--- config.mk ---
export PLATFORM = sky130hd
export DESIGN_NAME = stream_serializer
export DESIGN_NICKNAME = d
export VERILOG_FILES = /design/src/rtl/stream_serializer.sv
export SDC_FILE = /design/constraint.sdc
export NUM_CORES = 1
export LEC_CHECK = 0
export ABC_AREA = 1
export BUFFER_PORTS_ARGS = -buffer_cell sky130_fd_sc_hd__buf_2
export CORE_UTILIZATION = 49
export CTS_CLUSTER_DIAMETER = 30
export DETAILED_ROUTE_END_ITERATION = 12
export PLACE_DENSITY = 0.72
export SETUP_SLACK_MARGIN = 0.5
export SKIP_LAST_GASP = 1
export SLEW_MARGIN = 0
export SYNTH_ARGS = -nofsm -noshare
export SYNTH_HDL_FRONTEND = slang
export SYNTH_SLANG_ARGS = --single-unit
--- constraint.sdc ---
create_clock -name clk -period 1.9 [get_ports clk]
set_clock_uncertainty 0.2 [all_clocks]
set_input_delay 0.095 -clock clk [delete_from_list [all_inputs] [get_ports clk]]
set_output_delay 0.095 -clock clk [all_outputs]
set_load 0.1 [all_outputs]
--- src/rtl/stream_serializer.sv ---
// Stream serializer: accepts one wide word and emits it as up to NUM_BEATS
// narrow beats, LSB beat first, with back-to-back reload on the last beat.
module stream_serializer #(
  parameter int unsigned BEAT_W    = 8,
  parameter int unsigned NUM_BEATS = 4,
  localparam int unsigned CNT_W    = $clog2(NUM_BEATS) + 1,
  localparam int unsigned DATA_W   = NUM_BEATS * BEAT_W
) (
  input  logic              clk,
  input  logic              rst,
  input  logic              in_valid_i,
  output logic              in_ready_o,
  input  logic [DATA_W-1:0] in_data_i,
  input  logic [CNT_W-1:0]  in_beats_i,
  output logic              out_valid_o,
  input  logic              out_ready_i,
  output logic [BEAT_W-1:0] out_data_o,
  output logic              out_last_o
);

  typedef enum logic {
    IDLE = 1'b0,
    SEND = 1'b1
  } state_e;

  state_e             state_q, state_d;
  logic [DATA_W-1:0]  data_q, data_d;
  logic [CNT_W-1:0]   cnt_q, cnt_d;
  logic [CNT_W-1:0]   idx_q, idx_d;
  logic [CNT_W-1:0]   eff_beats_c;
  logic               last_c;

  // Zero or oversized requests fall back to a full word.
  always_comb begin
    eff_beats_c = in_beats_i;
    if ((in_beats_i == '0) || (in_beats_i > CNT_W'(NUM_BEATS))) begin
      eff_beats_c = CNT_W'(NUM_BEATS);
    end
  end

  // Final beat of the held word.
  always_comb begin
    last_c = (idx_q == (cnt_q - CNT_W'(1)));
  end

  // State, counters and shift register; reset discards any held word.
  always_ff @(posedge clk or negedge rst) begin
    if (!rst) begin
      state_q <= IDLE;
      data_q  <= '0;
      cnt_q   <= '0;
      idx_q   <= '0;
    end else begin
      state_q <= state_d;
      data_q  <= data_d;
      cnt_q   <= cnt_d;
      idx_q   <= idx_d;
    end
  end

  // Next-state and handshake outputs; data is shifted so beat 0 sits in the LSBs.
  always_comb begin
    state_d     = state_q;
    data_d      = data_q;
    cnt_d       = cnt_q;
    idx_d       = idx_q;
    in_ready_o  = 1'b0;
    out_valid_o = 1'b0;
    out_data_o  = '0;
    out_last_o  = 1'b0;

    case (state_q)
      IDLE: begin
        in_ready_o = 1'b1;
      end
      SEND: begin
        out_valid_o = 1'b1;
        out_data_o  = data_q[BEAT_W-1:0];
        out_last_o  = last_c;
        in_ready_o  = last_c && out_ready_i;
        if (out_ready_i) begin
          if (last_c) begin
            state_d = IDLE;
          end else begin
            idx_d  = idx_q + CNT_W'(1);
            data_d = data_q >> BEAT_W;
          end
        end
      end
      default: begin
        state_d = IDLE;
      end
    endcase

    // A new word overrides the return to IDLE, giving bubble-free reload.
    if (in_valid_i && in_ready_o) begin
      data_d  = in_data_i;
      cnt_d   = eff_beats_c;
      idx_d   = '0;
      state_d = SEND;
    end
  end

endmodule

==> impl_metrics.toml <==
[clock_tree]
cts.clk_slew.worst_paths_ns = 0.08
htree_num_levels = 2
clk-insertion-delay-late_ns = 0.30
cts_max_path_buffers = 2
root_buffer = "clkbuf_8"
clkSinkCount = 39
cts_tree = "done"
numCtsBuffers = 5

[global_route]
grt_start_max_net_pins = 40
grt_pass1_wl_um = 10100
grt_pass1_vias = 2254
grt-ovfl-total = 0
antenna_found_initial = 0
grt_use_total_pct = 25.4

[pwr]
ir_worst_vdd_mv = 0.927
comb_power_share_pct = 67.8
p_sw_share_pct = 50.6
power_density_nw_per_um2 = 1720
p_leak_nw = 2.08
power.internal_mw = 3.35
seqPwrFrac_pct = 23.7
p_switching_mw = 3.42
total_power_mw = 6.77
clkPwrFrac_pct = 8.4

[logic_synthesis]
synth_seq_area_share_pct = 40.6
synth.yosys.warnings = 0
syn_nets = 367
synth_seq_cells = 39
ys_types = 18
syn_avg_cell_area_um2 = 7.40
synthCells = 325
syn_area_um2 = 2400

[floorplanning]
dieArea_um2 = 5190
start_util_pct = 50.9
die_w_um = 72.0
die_h_um = 72.0
num_io_pins = 50
rows = 25
core_area_um2 = 4720

[finish]
fin_nets = 475
antennaDiodeCount = 0
final_common_cell = "nand2_1"
syn_to_final_growth_pct = 63.7
final_cell_mix = "94 x nand2_1, 51 x nand3_1, 38 x dfrtp_1, 38 x buf_2, 37 x dlygate4sd3_1"
final_core_util_pct = 83.3
drive_gt1_share_pct = 40.3

[critical_path]
critPathMaxStageDelay_ns = 0.39
cp-start-kind = "flip-flop"
critPathCaptureType = "flip-flop"
path_class = "flip-flop to flip-flop"
r2r_setup_slack_ns = -0.15
cp_cell_sequence = "inv_2 -> ha_4 -> inv_2 -> nand2_2 -> nand2_2 -> nor2_4 -> nand3_2 -> nand2_4 -> buf_6 -> nand2_8 -> clkbuf_16 -> nand2_1 -> nand2_1 -> nand2_1"
critPathMaxFanout = 6
cpMaxStageDelayCell = "dfrtp_1"
required_ns = 1.95
crit_top_cell = "nand2_1"
arrival_ns = 2.10

[hold_path]
hp-class = "input port to flip-flop"

[timing]
rsz0062_at_grt = "true"
fin_crit_ns = 2.05
report.final.hold_viol_count = 0
setup_slack_ns = -0.149
drv_slew = 0
slew_headroom_pct = 65.5
worstMarginPinSlew_ns = 0.518
fmax_ghz = 0.488
hold_slack_ns = 0.0140
post-route-period-util_pct = 108
setup_viol = 40

[run]
drv_cap = 0

[drt]
vias_per_cell = 5.14
ant_nets = 0
drc = 0
wl_per_cell_um = 15.2
num_vias = 2577
firstDrtPassIters = 4
routed_wl_um = 7600
drtIter0Drc = 207

[placed_design]
globalplace.congestion = 0.821
dp_hpwl_um = 3640
portBuffers = 49
preCtsSetupSlack_ns = -0.0131

[status]
failed_checks = "negative setup slack"
status = "complete, but fails checks"
==> path summary, 6_finish.rpt <==
path,from,endpoint,cells after the start
worst max-delay path,cnt_q[0],data_q[0],14
worst min-delay path,in_beats_i[0],cnt_q[2],4
worst max register to register,cnt_q[0],data_q[0],14
worst min register to register,data_q[26],data_q[26],2
max in group asynchronous,rst,state_q,3
min in group asynchronous,rst,data_q[4],3
==> metrics by stage <==
step	std cells	area [um^2]	setup TNS, ns
2_1_floorplan	325	2630	-0.0681
3_3_place_gp	436	2990	0
3_5_place_dp	436	2990	-0.0228
4_1_cts	489	3610	-4.90
5_1_grt	501	3940	-8.04
6_report	501	3940	-4.28
==> power groups by stage <==
stage / Combinational, mW / Sequential, mW / Clock, mW
floorplan: 2.84 / 1.59 / 0
global placement: 3.45 / 1.57 / 0
detailed placement: 3.51 / 1.59 / 0
CTS: 3.97 / 1.57 / 0.578
global route: 4.87 / 1.65 / 0.612
finish: 4.59 / 1.61 / 0.571
==> final cells by class <==
cell class	count	area, um^2
sequential	39	980
fill	270	788
timing repair inverter	1	16.3
tap	67	83.8
clock buffer	6	72.6
inverter	46	215
clock inverter	2	12.5
timing repair buffer	119	1200
multi-input combinational	221	1360
==> per-layer routing <==
layer / vias up / track usage, % / part of all wire (%)
li1: 1221 / - / -
met1: 1227 / 31.7 / 39
met2: 111 / 44.1 / 54
met3: 18 / 4.44 / 5.3
met4: 0 / 9.80 / 2.1
met5: - / 0 / 0
==> worst max-delay path, delay by kind of cell, from the launching register on <==
kind          cells  cell delay (ns)
flops             1             0.39
fa+ha+maj         1             0.27
buf+inv           4             0.43
simple gates      9             0.71
==> cell families (layout without fill, tap and decap cells) <==
kind of cell	count (synthesis)	count (layout)	share of synthesized area [%]
buffers and inverters	66	174	12.7
flip-flops	39	39	40.6
adder cells (fa/ha/maj)	3	3	1.56
XOR/XNOR	1	1	0.364
AND/OR/NAND/NOR	213	214	43.7
AO/OA/AOI/OAI	3	3	1.09
==> synthesized netlist by cell type, drive strengths merged <==
library cell | n | area (um^2)
nand3 | 84 | 546
o21ai | 3 | 26.3
or2 | 1 | 6.26
xor2 | 1 | 8.76
dfrtp | 39 | 976
buf | 17 | 121
nand2 | 123 | 477
nor2 | 5 | 21.3
inv | 46 | 173
ha | 3 | 37.5
clkbuf | 3 | 11.3
==> what timing repair did <==
action	CTS	global route
gates cloned	0	9
buffers inserted	8	3
hold buffers	37	0
gates resized for setup	29	32
setup endpoints to repair	50	50
endpoints found under the hold margin	74	0
pin swaps	5	8
==> state kept, by name (all words and copies together) (netlist names) <==
signal / cells
cnt_q: 3
idx_q: 3
data_q: 32
state_q: 1
Note: power is estimated with default switching activity, not from simulation.
